### config.mk
export PLATFORM = sky130hd
export DESIGN_NAME = uart_tx_sched_flat
export DESIGN_NICKNAME = d
export VERILOG_FILES = /design/src/rtl/uart_tx_sched_if.sv /design/src/rtl/uart_tx_sched.sv /design/src/flat_wrapper.sv
export SDC_FILE = /design/constraint.sdc
export NUM_CORES = 1
export LEC_CHECK = 0
export ABC_AREA = 1
export ABC_CLOCK_PERIOD_IN_PS = 6300
export BUFFER_PORTS_ARGS = -buffer_cell sky130_fd_sc_hd__buf_4
export CAP_MARGIN = 20
export CORE_ASPECT_RATIO = 1.2
export CORE_MARGIN = 2
export CORE_UTILIZATION = 45
export DETAILED_ROUTE_END_ITERATION = 16
export GPL_TIMING_DRIVEN = 0
export PLACE_DENSITY_LB_ADDON = 0.25
export SYNTH_ARGS = -nofsm -noshare
export SYNTH_HDL_FRONTEND = slang
export SYNTH_SLANG_ARGS = --single-unit
### constraint.sdc
create_clock -name clk -period 6.3 [get_ports clk]
set_input_delay 1.26 -clock clk [delete_from_list [all_inputs] [get_ports clk]]
set_output_delay 1.26 -clock clk [all_outputs]
set_load 0.1 [all_outputs]
### src/rtl/uart_tx_sched_if.sv
// Requester and transmitter handshake bundle for uart_tx_sched.
// A requester byte transfers on the rising edge where reqN_valid & reqN_ready are both high;
// valid/data/last must hold until then and ready never depends on a future edge.
interface uart_tx_sched_if;
  logic       req0_valid;
  logic [7:0] req0_data;
  logic       req0_last;
  logic       req0_ready;
  logic       req1_valid;
  logic [7:0] req1_data;
  logic       req1_last;
  logic       req1_ready;
  logic       tx_send;
  logic [7:0] tx_data;
  logic       tx_busy;

  modport master (
    output req0_valid, req0_data, req0_last, req1_valid, req1_data, req1_last, tx_busy,
    input  req0_ready, req1_ready, tx_send, tx_data
  );

  modport slave (
    input  req0_valid, req0_data, req0_last, req1_valid, req1_data, req1_last, tx_busy,
    output req0_ready, req1_ready, tx_send, tx_data
  );
endinterface

### src/rtl/uart_tx_sched.sv
// Two-requester byte scheduler for a serial transmitter: packet-granular round robin,
// send/busy sequencing with start timeout, post-frame gap and a completed-frame counter.
module uart_tx_sched #(
  parameter int unsigned GAP           = 0,
  parameter int unsigned START_TIMEOUT = 4,
  parameter logic [15:0] COUNT_INIT    = 16'h0000
) (
  input  logic              clk,
  input  logic              rst,
  uart_tx_sched_if.slave    bus,
  output logic              active_src,
  output logic              locked,
  output logic              err,
  output logic [15:0]       byte_count,
  output logic [1:0]        state_dbg
);

  typedef enum logic [1:0] {
    ST_IDLE      = 2'd0,
    ST_ISSUE     = 2'd1,
    ST_WAIT_DONE = 2'd2,
    ST_GAP       = 2'd3
  } state_t;

  localparam logic [3:0] TO_LAST  = 4'(START_TIMEOUT - 1);
  localparam logic [3:0] GAP_LAST = (GAP == 0) ? 4'd0 : 4'(GAP - 1);
  localparam bit         HAS_GAP  = (GAP != 0);

  state_t     state, state_nxt;
  logic [3:0] to_cnt, gap_cnt;
  logic       lock_src, rr_ptr, tx_send_q;
  logic [7:0] tx_data_q;
  logic       window, eligible, accept, frame_done, timeout;
  logic       sel, sel_valid, sel_last;
  logic [7:0] sel_data;

  // Source selection: an open packet owns the scheduler, otherwise round robin on contention.
  always_comb begin
    sel       = 1'b0;
    sel_valid = 1'b0;
    if (locked) begin
      sel       = lock_src;
      sel_valid = lock_src ? bus.req1_valid : bus.req0_valid;
    end else if (bus.req0_valid && bus.req1_valid) begin
      sel       = rr_ptr;
      sel_valid = 1'b1;
    end else if (bus.req1_valid) begin
      sel       = 1'b1;
      sel_valid = 1'b1;
    end else begin
      sel       = 1'b0;
      sel_valid = bus.req0_valid;
    end
    sel_data = sel ? bus.req1_data : bus.req0_data;
    sel_last = sel ? bus.req1_last : bus.req0_last;
  end

  // The accept window also covers the cycle that ends a frame (or the last gap cycle),
  // so the next byte is taken on the same edge and back-to-back frames are 12 cycles apart.
  always_comb begin
    state_nxt  = state;
    window     = 1'b0;
    frame_done = 1'b0;
    timeout    = 1'b0;
    case (state)
      ST_IDLE: window = 1'b1;
      ST_ISSUE: begin
        if (bus.tx_busy) begin
          state_nxt = ST_WAIT_DONE;
        end else if (to_cnt == TO_LAST) begin
          timeout   = 1'b1;
          state_nxt = ST_IDLE;
        end
      end
      ST_WAIT_DONE: begin
        if (!bus.tx_busy) begin
          frame_done = 1'b1;
          window     = !HAS_GAP;
          state_nxt  = HAS_GAP ? ST_GAP : ST_IDLE;
        end
      end
      ST_GAP: begin
        if (gap_cnt == GAP_LAST) begin
          window    = 1'b1;
          state_nxt = ST_IDLE;
        end
      end
      default: state_nxt = ST_IDLE;
    endcase
    // A still-busy transmitter (e.g. after our own reset) must never see tx_data change.
    eligible = window && !bus.tx_busy && !rst;
    accept   = eligible && sel_valid;
    if (accept) state_nxt = ST_ISSUE;
  end

  always_ff @(posedge clk or posedge rst) begin
    if (rst) state <= ST_IDLE;
    else     state <= state_nxt;
  end

  always_ff @(posedge clk or posedge rst) begin
    if (rst) begin
      tx_send_q  <= 1'b0;
      tx_data_q  <= 8'h00;
      active_src <= 1'b0;
      locked     <= 1'b0;
      lock_src   <= 1'b0;
      rr_ptr     <= 1'b0;
      err        <= 1'b0;
      to_cnt     <= 4'd0;
      gap_cnt    <= 4'd0;
      byte_count <= COUNT_INIT;
    end else begin
      err <= timeout;
      if (accept) begin
        tx_data_q  <= sel_data;
        active_src <= sel;
        tx_send_q  <= 1'b1;
        to_cnt     <= 4'd0;
        if (sel_last) begin
          locked <= 1'b0;
          rr_ptr <= ~sel;
        end else begin
          locked   <= 1'b1;
          lock_src <= sel;
        end
      end else if (state == ST_ISSUE) begin
        if (bus.tx_busy || timeout) tx_send_q <= 1'b0;
        else                        to_cnt    <= to_cnt + 4'd1;
      end
      if (frame_done) begin
        byte_count <= byte_count + 16'd1;
        gap_cnt    <= 4'd0;
      end else if (state == ST_GAP) begin
        gap_cnt <= gap_cnt + 4'd1;
      end
    end
  end

  assign bus.req0_ready = eligible && !sel;
  assign bus.req1_ready = eligible && sel;
  assign bus.tx_send    = tx_send_q;
  assign bus.tx_data    = tx_data_q;
  assign state_dbg      = state;

endmodule
### src/flat_wrapper.sv
// flat-port wrapper written by rule: the top's interface ports become plain ports
module uart_tx_sched_flat 
#(
  parameter int unsigned GAP           = 0,
  parameter int unsigned START_TIMEOUT = 4,
  parameter logic [15:0] COUNT_INIT    = 16'h0000
)
  (clk, rst, active_src, locked, err, byte_count, state_dbg, bus_req0_valid, bus_req0_data, bus_req0_last, bus_req1_valid, bus_req1_data, bus_req1_last, bus_tx_busy, bus_req0_ready, bus_req1_ready, bus_tx_send, bus_tx_data);
  uart_tx_sched_if bus_i ();
  input  logic clk;
  input  logic rst;
  output logic active_src;
  output logic locked;
  output logic err;
  output logic [15:0] byte_count;
  output logic [1:0] state_dbg;
  input wire logic [$bits(bus_i.req0_valid)-1:0] bus_req0_valid;
  input wire logic [$bits(bus_i.req0_data)-1:0] bus_req0_data;
  input wire logic [$bits(bus_i.req0_last)-1:0] bus_req0_last;
  input wire logic [$bits(bus_i.req1_valid)-1:0] bus_req1_valid;
  input wire logic [$bits(bus_i.req1_data)-1:0] bus_req1_data;
  input wire logic [$bits(bus_i.req1_last)-1:0] bus_req1_last;
  input wire logic [$bits(bus_i.tx_busy)-1:0] bus_tx_busy;
  output wire logic [$bits(bus_i.req0_ready)-1:0] bus_req0_ready;
  output wire logic [$bits(bus_i.req1_ready)-1:0] bus_req1_ready;
  output wire logic [$bits(bus_i.tx_send)-1:0] bus_tx_send;
  output wire logic [$bits(bus_i.tx_data)-1:0] bus_tx_data;
  assign bus_i.req0_valid = bus_req0_valid;
  assign bus_i.req0_data = bus_req0_data;
  assign bus_i.req0_last = bus_req0_last;
  assign bus_i.req1_valid = bus_req1_valid;
  assign bus_i.req1_data = bus_req1_data;
  assign bus_i.req1_last = bus_req1_last;
  assign bus_i.tx_busy = bus_tx_busy;
  assign bus_req0_ready = bus_i.req0_ready;
  assign bus_req1_ready = bus_i.req1_ready;
  assign bus_tx_send = bus_i.tx_send;
  assign bus_tx_data = bus_i.tx_data;
  uart_tx_sched #(.GAP(GAP), .START_TIMEOUT(START_TIMEOUT), .COUNT_INIT(COUNT_INIT)) u_core (.clk(clk), .rst(rst), .bus(bus_i), .active_src(active_src), .locked(locked), .err(err), .byte_count(byte_count), .state_dbg(state_dbg));
endmodule
[After elaboration in Yosys (flattened, before gate mapping)]
Cells that the tools add are included.
Word-level totals
  bits of input ports: 23
  output and inout bits: 32
  word-level logic and storage cells: 76
  flip-flop bits (word level): 40
Operators by class
  add/subtract/negate cells: 3
  bitwise gates (word level): 2
  eq/ne operators: 8
  multiplexer cells: 31
  reductions and logical operators: 21
Operators with widths (count)
  $mux W4: 5
  $mux W1: 18
  $add A16 B1 Y16 const B: 1
  $mux W2: 5
  $add A4 B1 Y4 const B: 2
  $mux W8: 1
  $reduce_and A2 Y1: 4
  $logic_and A1 B1 Y1: 6
  $pmux W2 S3: 1
  $reduce_bool A2 Y1: 3
  $eq A2 B2 Y1 const B: 2
  $eq A4 B2 Y1 const B: 1
  $logic_not A4 Y1: 1
  $ne A4 B2 Y1 const B: 1
  $reduce_and A4 Y1: 1
  $reduce_bool A4 Y1: 1
  $logic_not A1 Y1: 3
  $ne A3 B1 Y1 const B: 1
  $ne A3 B2 Y1 const B: 1
  $pmux W1 S3: 1
  $eq A2 B1 Y1 const B: 1
  $logic_not A2 Y1: 1
  $ne A2 B1 Y1 const B: 1
  $not A1 Y1: 2
  $logic_or A1 B1 Y1: 1

[Logic depth before layout (Yosys ltp)]
  depth in word-level cells: 8
  gate-level depth with buffers: 10
  mapped depth without buffers: 9

[Least setup slack after synthesis]
Ideal clock, no wire load.
  path type: input to output
  start point: input port rst
  end point: output port bus_req1_ready
  cell stages on the path: 5
  setup slack: 1.173 ns
  data required time: 5.040 ns
  arrival time: 3.867 ns
  buffers on the path: 0
  cell sequence: inv_1 -> nand2_1 -> nor2_4 -> nand2_1 -> nor2_1
On the way
  word-level cells in the longest chain between the ends: 3
RTL lines
  start: declaration: line flat_wrapper.sv:11  | input logic rst;
  $logic_not A1 Y1: line uart_tx_sched.sv:91  | eligible = window && !bus.tx_busy && !rst;
  $logic_and A1 B1 Y1: line uart_tx_sched.sv:91
  $logic_and A1 B1 Y1: line uart_tx_sched.sv:141  | assign bus.req1_ready = eligible && sel;
  end: declaration: line flat_wrapper.sv:25  | output wire logic [$bits(bus_i.req1_ready)-1:0] bus_req1_ready;
No other way between the ends.

[Worst setup path in the final report]
Same ends and word-level chain as after synthesis.

==> impl_metrics.tcl <==
set metrics [dict create \
    worstHoldStart "u_core.bus.tx_data[3]" \
    synth_compound_area_share_pct 4.432 \
    number_of_buffers_added_by_the_clock_tree_synthesis_step 5 \
    antennaDiodeCount 0 \
    path_class "in2out" \
    post_synthesis_area_per_instance_sq_um 7.440 \
    worstRegToRegCells 9 \
    initial_utilization_pct 47.24 \
    cellPowerDensity_nw_per_um2 492.9 \
    synth_fa_ha_area_share_pct 2.273 \
    via_count_of_the_routed_design 1988 \
    critPathCaptureType "primary output" \
    post_cts_buffers 0 \
    syn-instance-count 296 \
    drt.antenna.violating_nets 0 \
    slew_headroom_pct 45.64 \
    route.final.wire_length_um 4567 \
    p_leak_nw 1.533 \
    clock-root-buffer "clkbuf_8" \
    p_int_w 0.0005977 \
    synth_async_sr_flop_share_pct 100.0 \
    netSwitchingPower_w 0.0007677 \
    dp_slack_ns 2.120 \
    core-area_sq_um 4662 \
    synth.cells.most_frequent "nand2_1, dfrtp_1, inv_1, nor2_1, nand3_1" \
    global_route_wire_length_before_repair_um 7707 \
    synth_sequential_area_ratio_pct 45.45 \
    holdBufCountCts 0 \
    finalCriticalPeriod_ns 4.102 \
    post_drt_wl_per_cell_um 10.98 \
    finalSetupViolCount 0 \
    detailedRoute.firstPassIterationCount 4 \
    netlist-cell-type-count 27 \
    r2r_end "u_core.bus.tx_data[4]" \
    globalplace.congestion 0.8246 \
    sw_frac_of_total_pct 56.23 \
    synthMuxAreaShare_pct 0 \
    critical_path.reg2reg.startpoint "u_core.gap_cnt[0]" \
    yosys-top-cells-area "dfrtp_1, nand2_1, inv_1" \
    ys.flop_type "dfrtp_1" \
    portion_of_total_power_attributed_to_sequential_cells_pct 29.1 \
    area_growth_pct 25.80 \
    timing.hold.worst_endpoint "u_core.bus.tx_data[3]" \
    drtIter0Drc 43 \
    layout-drive-gt1-share_pct 21.79 \
    synth.ff_latch_count 40 \
    synth_top_area_share_pct 45.45 \
    setup_tns_after_final_layout_ns 0 \
    synth_edf_count 0 \
    yosys.cell_count.top_type "nand2_1" \
    worst_slack_ns 2.198 \
    final_net_count 384 \
    first_global_vias 1856 \
    power.share.clock_pct 12.9 \
    placement_rows 27 \
    pin_count 55 \
    floorplan.die_area_sq_um 5472 \
    ys.warnings.count 0 \
    tightestPinTransition_ns 0.8141 \
    postCtsResizedCells 0 \
    ff2ff_setup_slack_ns 4.84 \
    vias_per_cell 4.779 \
    largest_family_of_logic_cells_by_synthesized_area "simple AND/OR/NAND/NOR gates" \
    netlist_area_sq_um 2202 \
    vdd_drop_max_uv 355.7 \
    run_status "finished, final reports clean" \
    clock_tree_from_tritoncts "done" \
    antenna_violations_before_repair 0 \
    comb_power_share_pct 58.0 \
    grt_use_total_pct 18.65 \
    floorplan.die.height_um 80.63 \
    grt_remaining_overflow 0 \
    timing_hold_violations_final 0 \
    maximum_frequency_from_static_timing_analysis_mhz 243.8 \
    cp-start-kind "input pin" \
    die_w_um 67.86 \
    clock-sinks 40 \
    detailedPlacementHpwl_um 3495 \
    htreeDepth 2 \
    synth_fp_nets 323 \
    clkSlewWorstSetupHoldPaths_ns 0.07 \
    worst_skew_pair.late_latency_ns 0.29 \
    postLayoutCoreUtil_pct 59.42 \
    final-max-slew-violation-count 0 \
    p_total_w 0.001365 \
    cts_buffer_depth 2 \
    largest_net_degree_at_the_start_of_global_routing 42 \
    port_buffers 54 \
    post_synth_and_or_nand_nor_area_fraction_pct 36.08 \
    min-delay-path-class "reg2reg" \
    clock_skew_ns 0.004067 \
    crit_fanout 41 \
    synth_area_leader_cell "dfrtp_1" \
    drc 0 \
    max-cap-violations 0 \
    hold-path-cell-count 2 \
    final.period_utilization_pct 65.10 \
    synth_xor_area_share_pct 3.580 \
    cp_data_required_time_ns 5.04 \
    worst-endpoint-arrival_ns 2.84 \
    rsz0062_at_grt "no" \
]
sequential cells by signal, summed over array words and instances, names as in the netlist:
signal	cells
u_core.byte_count	16
u_core.bus.tx_data	8
u_core.gap_cnt	4
u_core.to_cnt	4
u_core.state_dbg	2
u_core.active_src	1
u_core.bus.tx_send	1
u_core.err	1
u_core.lock_src	1
u_core.locked	1
u_core.rr_ptr	1
layout make-up:
type                    instances  area (sq um)
flip-flops and latches         40          1001
plain buffers                   5         48.80
repair buffers                 54         405.4
inverters                      34         131.4
multi-input cells             217          1021
well taps                      58         72.57
clock buffers                   8         90.09
fillers                       427          1892
critical path, stage by stage:
cell and delay (ns):
buf_4 0.11, inv_2 0.58, nand2_1 0.21, nor2_4 0.18
nand2_1 0.09, nor2_1 0.11, buf_4 0.29
worst max path at each step:
| stage | cells past startpoint | end | slack [ns] | from |
|---|---|---|---|---|
| 5_1_grt | 7 | bus_req1_ready | 1.94 | rst |
| 3_3_place_gp | 7 | bus_req1_ready | 1.52 | rst |
| 4_1_cts | 7 | bus_req1_ready | 2.11 | rst |
| 6_report | 7 | bus_req1_ready | 2.20 | rst |
| 3_5_place_dp | 7 | bus_req1_ready | 2.12 | rst |
| 2_1_floorplan | 5 | bus_req1_ready | 1.17 | rst |
cells in the final DEF, fill, tap and decap left out, drive strengths merged:
cell type | synthesis | layout
nand2 | 137 | 137
buf | 5 | 59
dfrtp | 40 | 40
inv | 33 | 33
nor2 | 24 | 24
nand3 | 16 | 16
o21ai | 12 | 12
clkbuf | 0 | 8
xnor2 | 7 | 7
nand4 | 4 | 4
ha | 4 | 4
nor3 | 3 | 3
a21oi | 3 | 3
nand3b | 2 | 2
xor2 | 2 | 2
o211ai | 2 | 2
clkinv | 1 | 1
o21bai | 1 | 1
stage by stage:
step	std cells	hold slack (ns)	area (sq um)
3_5_place_dp	408	0.4671	2680
4_1_cts	416	0.4860	2770
6_report	416	0.4851	2770
3_3_place_gp	408	0.4609	2680
5_1_grt	416	0.5230	2770
2_1_floorplan	296	0.4627	2202
layer usage:
layer | track usage (%) | share of wire (%) | up-vias
met5 | 0 | 0 | -
met4 | 6.600 | 1.4 | 0
met3 | 5.602 | 6.2 | 7
met2 | 33.33 | 50 | 50
met1 | 20.45 | 43 | 902
li1 | - | - | 1029
logic make-up (layout without fill, tap and decap cells):
family                     after synthesis  count (layout)
AOI/OAI and AO/OA                       18              18
xor gates and xnor gates                 9               9
adders and majority gates                4               4
buffers and inverters                   39             101
DFF                                     40              40
and+or+nand+nor                        186             186
power by group through the flow:
stage / clock [W] / sequential (W) / combinational [W]
CTS: 0.000179 / 0.000397 / 0.000798
global route: 0.000191 / 0.000410 / 0.000845
global placement: 0 / 0.000399 / 0.000787
finish: 0.000176 / 0.000397 / 0.000792
detailed placement: 0 / 0.000400 / 0.000798
floorplan: 0 / 0.000779 / 0.000245
No activity file was read; power rests on OpenSTA's default activity.
